<file path="src/rtl/mips_multicycle_ctrl_pkg.sv">
// Shared MIPS encodings: opcodes, funct codes, FSM states, ALUOp and ALUControl.
// Imported by the control FSM, the ALU decoder, the datapath and the single-cycle decoder.
package mips_pkg;

  localparam logic [5:0] OP_R    = 6'b000000;
  localparam logic [5:0] OP_J    = 6'b000010;
  localparam logic [5:0] OP_BEQ  = 6'b000100;
  localparam logic [5:0] OP_ADDI = 6'b001000;
  localparam logic [5:0] OP_LW   = 6'b100011;
  localparam logic [5:0] OP_SW   = 6'b101011;

  localparam logic [5:0] FN_ADD = 6'b100000;
  localparam logic [5:0] FN_SUB = 6'b100010;
  localparam logic [5:0] FN_SLT = 6'b101010;
  localparam logic [5:0] FN_MUL = 6'b011100;

  localparam logic [2:0] ALU_ADD = 3'b010;
  localparam logic [2:0] ALU_SUB = 3'b100;
  localparam logic [2:0] ALU_SLT = 3'b110;
  localparam logic [2:0] ALU_MUL = 3'b101;

  typedef enum logic [1:0] {
    ALUOP_ADD = 2'b00,
    ALUOP_SUB = 2'b01,
    ALUOP_FN  = 2'b10,
    ALUOP_RSV = 2'b11
  } aluop_t;

  typedef enum logic [3:0] {
    S_FETCH  = 4'd0,
    S_DECODE = 4'd1,
    S_MEMADR = 4'd2,
    S_MEMRD  = 4'd3,
    S_MEMWB  = 4'd4,
    S_MEMWR  = 4'd5,
    S_EXEC   = 4'd6,
    S_ALUWB  = 4'd7,
    S_BRANCH = 4'd8,
    S_ADDIEX = 4'd9,
    S_ADDIWB = 4'd10,
    S_JUMP   = 4'd11
  } state_t;

endpackage

</file>
<file path="src/rtl/mips_multicycle_ctrl_if.sv">
// Control bundle between the multicycle FSM and the datapath.
// master: controller (drives strobes/selects); slave: datapath (drives instr fields, flags).
interface mips_ctrl_if;
  logic [5:0] Opcode;
  logic [5:0] Funct;
  logic       Zero;
  logic       MemReady;
  logic       IorD;
  logic       MemWrite;
  logic       IRWrite;
  logic       RegDst;
  logic       MemtoReg;
  logic       RegWrite;
  logic       ALUSrcA;
  logic [1:0] ALUSrcB;
  logic [1:0] PCSrc;
  logic       PCEn;
  logic [2:0] ALUControl;
  logic       Illegal;
  logic [3:0] State;

  modport master (
    input  Opcode, Funct, Zero, MemReady,
    output IorD, MemWrite, IRWrite, RegDst, MemtoReg, RegWrite,
    output ALUSrcA, ALUSrcB, PCSrc, PCEn, ALUControl, Illegal, State
  );

  modport slave (
    output Opcode, Funct, Zero, MemReady,
    input  IorD, MemWrite, IRWrite, RegDst, MemtoReg, RegWrite,
    input  ALUSrcA, ALUSrcB, PCSrc, PCEn, ALUControl, Illegal, State
  );
endinterface

</file>
<file path="src/rtl/mips_multicycle_ctrl_alu_dec.sv">
// ALU decoder: maps ALUOp and the R-type Funct field to ALUControl.
// Ports: ALUOp in, Funct in, ALUControl out. Shared with the single-cycle core.
module ALU_Decoder
  import mips_pkg::*;
(
  input  aluop_t     ALUOp,
  input  logic [5:0] Funct,
  output logic [2:0] ALUControl
);

  always_comb begin
    ALUControl = ALU_ADD;
    case (ALUOp)
      ALUOP_SUB: ALUControl = ALU_SUB;
      ALUOP_FN: begin
        case (Funct)
          FN_SUB:  ALUControl = ALU_SUB;
          FN_SLT:  ALUControl = ALU_SLT;
          FN_MUL:  ALUControl = ALU_MUL;
          default: ALUControl = ALU_ADD;
        endcase
      end
      default: ALUControl = ALU_ADD;
    endcase
  end

endmodule

</file>
<file path="src/rtl/mips_multicycle_ctrl.sv">
// Multicycle MIPS main control FSM with MemReady stall handshake.
// Ports: CLK, RST (sync, active-high), bus (mips_ctrl_if.master).
module mips_multicycle_ctrl
  import mips_pkg::*;
(
  input logic         CLK,
  input logic         RST,
  mips_ctrl_if.master bus
);

  state_t state;
  state_t next;
  state_t cur;
  aluop_t alu_op;
  logic   pc_write;
  logic   branch;

  always_ff @(posedge CLK) begin
    if (RST) state <= S_FETCH;
    else     state <= next;
  end

  // Reset makes the outputs look like FETCH even mid-instruction,
  // so a half-finished write-back never fires.
  assign cur = RST ? S_FETCH : state;

  always_comb begin
    next         = S_FETCH;
    alu_op       = ALUOP_ADD;
    pc_write     = 1'b0;
    branch       = 1'b0;
    bus.IorD     = 1'b0;
    bus.MemWrite = 1'b0;
    bus.IRWrite  = 1'b0;
    bus.RegDst   = 1'b0;
    bus.MemtoReg = 1'b0;
    bus.RegWrite = 1'b0;
    bus.ALUSrcA  = 1'b0;
    bus.ALUSrcB  = 2'b00;
    bus.PCSrc    = 2'b00;
    bus.Illegal  = 1'b0;
    case (cur)
      S_FETCH: begin
        bus.ALUSrcB = 2'b01;
        bus.IRWrite = bus.MemReady;
        pc_write    = bus.MemReady;
        next        = bus.MemReady ? S_DECODE : S_FETCH;
      end
      S_DECODE: begin
        bus.ALUSrcB = 2'b11;
        case (bus.Opcode)
          OP_LW, OP_SW: next = S_MEMADR;
          OP_R:         next = S_EXEC;
          OP_BEQ:       next = S_BRANCH;
          OP_ADDI:      next = S_ADDIEX;
          OP_J:         next = S_JUMP;
          default: begin
            next        = S_FETCH;
            bus.Illegal = 1'b1;
          end
        endcase
      end
      S_MEMADR: begin
        bus.ALUSrcA = 1'b1;
        bus.ALUSrcB = 2'b10;
        next = (bus.Opcode == OP_SW) ? S_MEMWR : S_MEMRD;
      end
      S_MEMRD: begin
        bus.IorD = 1'b1;
        next = bus.MemReady ? S_MEMWB : S_MEMRD;
      end
      S_MEMWB: begin
        bus.MemtoReg = 1'b1;
        bus.RegWrite = 1'b1;
      end
      S_MEMWR: begin
        bus.IorD     = 1'b1;
        bus.MemWrite = 1'b1;
        next = bus.MemReady ? S_FETCH : S_MEMWR;
      end
      S_EXEC: begin
        bus.ALUSrcA = 1'b1;
        alu_op      = ALUOP_FN;
        next        = S_ALUWB;
      end
      S_ALUWB: begin
        bus.RegDst   = 1'b1;
        bus.RegWrite = 1'b1;
      end
      S_BRANCH: begin
        bus.ALUSrcA = 1'b1;
        alu_op      = ALUOP_SUB;
        bus.PCSrc   = 2'b01;
        branch      = 1'b1;
      end
      S_ADDIEX: begin
        bus.ALUSrcA = 1'b1;
        bus.ALUSrcB = 2'b10;
        next        = S_ADDIWB;
      end
      S_ADDIWB: begin
        bus.RegWrite = 1'b1;
      end
      S_JUMP: begin
        bus.PCSrc = 2'b10;
        pc_write  = 1'b1;
      end
      default: next = S_FETCH;
    endcase
  end

  assign bus.PCEn  = pc_write | (branch & bus.Zero);
  assign bus.State = state;

  ALU_Decoder u_alu_dec (
    .ALUOp      (alu_op),
    .Funct      (bus.Funct),
    .ALUControl (bus.ALUControl)
  );

endmodule

</file>
<file path="src/flat_wrapper.sv">
// flat-port wrapper written by rule: the top's interface ports become plain ports
module mips_multicycle_ctrl_flat import mips_pkg::*;
  (CLK, RST, bus_Opcode, bus_Funct, bus_Zero, bus_MemReady, bus_IorD, bus_MemWrite, bus_IRWrite, bus_RegDst, bus_MemtoReg, bus_RegWrite, bus_ALUSrcA, bus_ALUSrcB, bus_PCSrc, bus_PCEn, bus_ALUControl, bus_Illegal, bus_State);
  mips_ctrl_if bus_i ();
  input logic CLK;
  input logic RST;
  input wire logic [$bits(bus_i.Opcode)-1:0] bus_Opcode;
  input wire logic [$bits(bus_i.Funct)-1:0] bus_Funct;
  input wire logic [$bits(bus_i.Zero)-1:0] bus_Zero;
  input wire logic [$bits(bus_i.MemReady)-1:0] bus_MemReady;
  output wire logic [$bits(bus_i.IorD)-1:0] bus_IorD;
  output wire logic [$bits(bus_i.MemWrite)-1:0] bus_MemWrite;
  output wire logic [$bits(bus_i.IRWrite)-1:0] bus_IRWrite;
  output wire logic [$bits(bus_i.RegDst)-1:0] bus_RegDst;
  output wire logic [$bits(bus_i.MemtoReg)-1:0] bus_MemtoReg;
  output wire logic [$bits(bus_i.RegWrite)-1:0] bus_RegWrite;
  output wire logic [$bits(bus_i.ALUSrcA)-1:0] bus_ALUSrcA;
  output wire logic [$bits(bus_i.ALUSrcB)-1:0] bus_ALUSrcB;
  output wire logic [$bits(bus_i.PCSrc)-1:0] bus_PCSrc;
  output wire logic [$bits(bus_i.PCEn)-1:0] bus_PCEn;
  output wire logic [$bits(bus_i.ALUControl)-1:0] bus_ALUControl;
  output wire logic [$bits(bus_i.Illegal)-1:0] bus_Illegal;
  output wire logic [$bits(bus_i.State)-1:0] bus_State;
  assign bus_i.Opcode = bus_Opcode;
  assign bus_i.Funct = bus_Funct;
  assign bus_i.Zero = bus_Zero;
  assign bus_i.MemReady = bus_MemReady;
  assign bus_IorD = bus_i.IorD;
  assign bus_MemWrite = bus_i.MemWrite;
  assign bus_IRWrite = bus_i.IRWrite;
  assign bus_RegDst = bus_i.RegDst;
  assign bus_MemtoReg = bus_i.MemtoReg;
  assign bus_RegWrite = bus_i.RegWrite;
  assign bus_ALUSrcA = bus_i.ALUSrcA;
  assign bus_ALUSrcB = bus_i.ALUSrcB;
  assign bus_PCSrc = bus_i.PCSrc;
  assign bus_PCEn = bus_i.PCEn;
  assign bus_ALUControl = bus_i.ALUControl;
  assign bus_Illegal = bus_i.Illegal;
  assign bus_State = bus_i.State;
  mips_multicycle_ctrl u_core (.CLK(CLK), .RST(RST), .bus(bus_i));
endmodule
</file>
<file path="config.mk">
export PLATFORM = sky130hd
export DESIGN_NAME = mips_multicycle_ctrl_flat
export DESIGN_NICKNAME = d
export VERILOG_FILES = /design/src/rtl/mips_multicycle_ctrl_pkg.sv /design/src/rtl/mips_multicycle_ctrl_if.sv /design/src/rtl/mips_multicycle_ctrl_alu_dec.sv /design/src/rtl/mips_multicycle_ctrl.sv /design/src/flat_wrapper.sv
export SDC_FILE = /design/constraint.sdc
export NUM_CORES = 1
export LEC_CHECK = 0
export ABC_AREA = 0
export BUFFER_PORTS_ARGS = -buffer_cell sky130_fd_sc_hd__buf_2
export CORE_ASPECT_RATIO = 1.1
export CORE_UTILIZATION = 45
export DETAILED_ROUTE_END_ITERATION = 8
export GPL_TIMING_DRIVEN = 0
export PLACE_DENSITY = 0.79
export SYNTH_ARGS = -nofsm -noshare
export SYNTH_HDL_FRONTEND = slang
export SYNTH_HIERARCHICAL = 1
export SYNTH_SLANG_ARGS = --single-unit
</file>
<file path="constraint.sdc">
create_clock -name CLK -period 2.74 [get_ports CLK]
set_clock_uncertainty 0.15 [all_clocks]
set_input_delay 0.137 -clock CLK [delete_from_list [all_inputs] [get_ports CLK]]
set_output_delay 0.137 -clock CLK [all_outputs]
set_load 0.01 [all_outputs]
</file>
Word-level counts from Yosys, hierarchy flattened

Cells that the tools add are included.

Equal/unequal tests: 21
Multiplexer cells: 23
Bitwise logic cells: 2
Reductions and logical operators: 8

Operator list:

| cell                                           | count |
|---|---|
| one-hot mux 4 bit (7 select lines)             | 1 |
| == test 6 bit (second input constant)          | 4 |
| one-hot mux 4 bit (5 select lines)             | 1 |
| == test 4 x 3 -> 1 bit (second input constant) | 4 |
| == test 4 bit (second input constant)          | 4 |
| 2-to-1 mux 1 bit                               | 11 |
| 2-to-1 mux 3 bit                               | 3 |
| one-hot mux 3 bit (3 select lines)             | 1 |
| == test 4 x 2 -> 1 bit (second input constant) | 2 |
| one-hot mux 2 bit (2 select lines)             | 2 |
| == test 6 x 2 -> 1 bit (second input constant) | 1 |
| == test 6 x 3 -> 1 bit (second input constant) | 1 |
| == test 6 x 4 -> 1 bit (second input constant) | 1 |
| == test 6 x 5 -> 1 bit (second input constant) | 1 |
| logical NOT 6 bit                              | 1 |
| one-hot mux 2 bit (3 select lines)             | 1 |
| one-hot mux 3 bit (2 select lines)             | 1 |
| OR reduction 2 bit                             | 3 |
| OR reduction 6 bit                             | 1 |
| == test 4 x 1 -> 1 bit (second input constant) | 1 |
| logical NOT 4 bit                              | 1 |
| 2-to-1 mux 4 bit                               | 1 |
| OR reduction 4 bit                             | 1 |
| OR reduction 3 bit                             | 1 |
| other kinds (5)                                | 5 |

Bits in registers: 4
Bits of input ports: 16
Output and inout port bits: 20
Logic and storage cells: 55

Depth between registers and ports, before layout

Depth after elaboration: 5
Depth in mapped cells: 8
Mapped depth without buffers: 7

By module

The synthesis kept the hierarchy.

By module, submodules not included:

| module               | instances | cells an instance | area each (um2) | seq. area each (um2) |
|---|---|---|---|---|
| mips_multicycle_ctrl | 1         | 88                | 598.1           | 80.1 |
| ALU_Decoder          | 1         | 15                | 116.4           | 0.0 |

Least setup slack after synthesis

OpenSTA, ideal clock, no wires.

Kind: register to output
Start point: register u_core.state[3] (netlist: u_core/bus.State[3])
End point: output bus_ALUControl[1]
Data arrival time: 1.935 ns
Required time: 2.453 ns
Path slack: 0.518 ns
Cell stages (with the launch flop): 9
Buffers on the path: 1
Cells stage by stage: dfxtp_1 -> buf_2 -> nand2b_1 -> nor4_1 -> inv_1 -> ha_1 -> and4b_1 -> a22o_1 -> a21oi_1

Word-level cells in the longest chain between the ends: 5
Elaborated cells between the ends (all ways): 7
Those cells by class: eq/ne: 4; mux: 3

Ends and longest elaborated chain:

| what                                                    | RTL line                           | text |
|---|---|---|
| start, declared                                         | mips_multicycle_ctrl.sv:11         | `state_t state;` |
| start signal, assigned                                  | mips_multicycle_ctrl.sv:20         | `else state <= next;` |
| 2-to-1 mux 4 bit (*)                                    | mips_multicycle_ctrl.sv:25         | `assign cur = RST ? S_FETCH : state;` |
| == test 4 bit or == test 4 x 3 -> 1 bit (tied branches) | mips_multicycle_ctrl.sv:42         | `case (cur)` |
| one-hot mux 2 bit (2 select lines) (*)                  | mips_multicycle_ctrl.sv:42         |  |
| named net u_core.alu_op[0]                              | mips_multicycle_ctrl.sv:14         | `aluop_t alu_op;` |
| == test 2 bit or == test 2 x 1 -> 1 bit (tied branches) | mips_multicycle_ctrl_alu_dec.sv:13 | `case (ALUOp)` |
| one-hot mux 3 bit (2 select lines) (*)                  | mips_multicycle_ctrl_alu_dec.sv:13 |  |
| end, declared                                           | flat_wrapper.sv:21                 | `output wire logic [$bits(bus_i.ALUControl)-1:0] bus_ALUControl;` |

The timed path passes the listed nets; every way through them passes the cells marked *.

Final worst setup path

Start point: register u_core.state[3] (netlist: u_core/bus.State[3])
End point: output bus_ALUControl[2]

Same word-level chain as after synthesis.

==> run_results.csv <==
group,metric,value,unit
outcome,status,"finished clean",
place,placed_area,905,um2
grt,grt_pass1_wl,2.81,mm
power,switching_power,62.0,uW
floorplanning,dieArea,1750,um2
place,dp_slack,0.321,ns
timing,fin_ws,0.156,ns
grt,grt_util_all_layers,0.220,
power,leakagePower,0.431,nW
place,globalplace.congestion,0.890,
synthesis,synthCells,103,
synthesis,synthDistinctLibCells,45,
finish,drive_gt1_frac,0.379,
synthesis,syn-cell-area,714,um2
detailed_routing,drt-initial-drc-count,12,
timing,min_period,2.58,ns
grt,grt_max_degree,11,
timing,tns,0,ns
finish,synthToLayoutAreaGrowth,30.6,%
floorplanning,io_pins,36,
timing,maxSlewHeadroom,0.682,
critical_path,cp.required,2.45,ns
synthesis,syn_nets,121,
synthesis,yosysWarnings,6,
power,irDropWorstVdd,365,uV
critical_path,worst_path_max_delay_cell,"dfxtp_1",
critical_path,r2r_cells,5,
floorplanning,die_x,40.0,um
worst_hold_path,hold_class,"input port to flip-flop",
finish,largest_register_ffs,4,
critical_path,arrival,2.30,ns
detailed_routing,vias,884,
power,finalPower,200,uW
critical_path,crit_path_frequent_cell,"buf_2",
clocking,path_clk_slew,0.04,ns
power,p_sw_frac,0.310,
timing,max_freq,387,MHz
detailed_routing,avgViaCountPerCell,5.67,
critical_path,worstPathMaxFanout,10,
critical_path,start_kind,"flip-flop",
place,dp_hpwl,1.38,mm
detailed_routing,routedWlPerCell,11.5,um
timing,tightestPinTransition,0.477,ns
floorplanning,initial_core_util,0.504,
synthesis,ys_ff_latch,4,
clocking,cts_tree,"done",
worst_hold_path,min_delay_path_depth,3,
clocking,post_cts_buffers,0,
timing,drv_slew,0,
synthesis,async_flop_share,0,
finish,final_design_area_no_fill,933,um2
power,power.density,214,nW/um2
place,io_buffers,34,
timing,setup_viol,0,
finish,fill_cells,140,
floorplanning,rows,14,
synthesis,avgSynthCellArea,6.94,um2
detailed_routing,drt-pass1-iter-count,4,
clocking,cts_buffers,3,
job,maxCapViolCount,0,
critical_path,endpoint_kind,"output pin",
timing,finalCritPeriodShare,0.943,
synthesis,synth_flop_cell,"dfxtp_1",
finish,antenna_cells,0,
critical_path,ff2ff_setup_slack,1.31,ns
floorplanning,die_y,43.8,um
clocking,ctsRootBufferMaster,"clkbuf_4",
detailed_routing,post-route-drc-count,0,
clocking,clk_latency,0.23,ns
power,comb_power_share,0.340,
timing,grt_setup_unrepaired,"false",
detailed_routing,ant_nets,0,
detailed_routing,wirelength,1.79,mm
clocking,cts_buffer_depth,2,
critical_path,cpPeakStageDelay,0.37,ns
grt,overflow,0,
clocking,htree_levels,1,
grt,grt_pass1_vias,716,
worst_hold_path,worstHoldStart,"bus_MemReady",
critical_path,rr_startpoint,"u_core/bus.State[0]",
floorplanning,core,1420,um2
critical_path,cp_cell_sequence,"buf_2 -> nand2b_1 -> nor4_2 -> inv_1 -> ha_1 -> and4b_1 -> a22o_1 -> o21ba_1 -> buf_2",
power,p_clk_frac,0.355,
critical_path,crit_type,"flip-flop to output pin",
timing,hold_violations,0,
finish,finalNetCount,160,
synthesis,synth_edf_count,0,
synthesis,yosysSeqAreaShare,0.112,
power,p_seq_frac,0.305,
grt,grt_antenna_before_repair,0,
critical_path,crit_start,"u_core/bus.State[3]",
power,p_int,138,uW
clocking,cts_sinks,4,
path summary, 6_finish.rpt:
| path | end |
|---|---|
| max | bus_ALUControl[2] |
| min | u_core/bus.State[0] |
| max reg2reg | u_core/bus.State[0] |
| min reg2reg | u_core/bus.State[0] |
cells in the final DEF (no fill, tap or decap), drive strengths merged, types with 2 or more instances in the layout:
master	synthesis	final
nand2b	4	4
a21o	2	2
o21ai	5	5
nor3	7	7
inv	4	4
nor3b	2	2
a31oi	2	2
nand2	8	8
and2b	2	2
ha	2	2
and3	3	3
clkbuf	1	4
nand3	2	2
nor4	5	5
nor2	17	17
nand3b	2	2
a21oi	8	8
dfxtp	4	4
buf	6	40
cell families after synthesis:
group	after synthesis	share of synthesized area
simple gates	57	0.482
compound gates	27	0.256
buf+inv	11	0.0911
flops	4	0.112
xor+xnor	2	0.0245
fa+ha+maj	2	0.0350
critical path, delay by kind of cell (launching register included):
kind | cells | cell delay, ns
and+or+nand+nor | 3 | 0.61
buffers and inverters | 3 | 0.45
AOI/OAI and AO/OA | 2 | 0.41
DFF | 1 | 0.37
adders and majority gates | 1 | 0.22
cell usage after synthesis (all sizes together), types with 3 or more instances:
| cell type | instances | area share |
|---|---|---|
| dfxtp | 4 | 0.11 |
| nand2 | 8 | 0.042 |
| inv | 4 | 0.025 |
| o21ai | 5 | 0.035 |
| nand2b | 4 | 0.056 |
| and3 | 3 | 0.026 |
| nor4 | 5 | 0.065 |
| nor2 | 17 | 0.10 |
| buf | 6 | 0.061 |
| nor3 | 7 | 0.049 |
| a21oi | 8 | 0.056 |
what timing repair did:
action | 4_1_cts | 5_1_grt
hold buffers | 0 | 0
gates resized for setup | 0 | 1
setup endpoints to repair | 0 | 2
area by class of cell:
| cell class | instances | area [um2] | share of cell area |
|---|---|---|---|
| Tap cell | 16 | 20.0 | 0.0214 |
| Timing Repair Buffer | 34 | 170 | 0.182 |
| Clock buffer | 3 | 22.5 | 0.0241 |
| Buffer | 7 | 47.5 | 0.0509 |
| Inverter | 4 | 17.5 | 0.0188 |
| Multi-Input combinational cell | 88 | 576 | 0.617 |
| Sequential cell | 4 | 80.1 | 0.0858 |
through the flow:
step                      hold slack [ns]  instances  utilization
after floorplan                     0.170        103            -
after global placement              0.365        153        0.638
after detailed placement            0.356        153        0.638
after CTS                           0.115        156        0.653
after global routing                0.120        156        0.658
final                               0.121        156        0.658
power by group through the flow:
stage | logic [mW] | registers (mW) | clock network [mW]
3_5_place_dp | 0.0672 | 0.0619 | 0
5_1_grt | 0.0752 | 0.0611 | 0.0781
2_1_floorplan | 0.0397 | 0.0625 | 0
6_report | 0.0680 | 0.0610 | 0.0709
4_1_cts | 0.0677 | 0.0610 | 0.0730
3_3_place_gp | 0.0659 | 0.0618 | 0
per-layer routing:
metal / GRT usage / routed length [um] / vias up
met5: 0 / 0 / -
li1: - / - / 449
met1: 0.260 / 775 / 395
met3: 0.0718 / 135 / 0
met2: 0.374 / 876 / 40
met4: 0.0414 / 0 / 0
(Power assumes the default switching activity.)
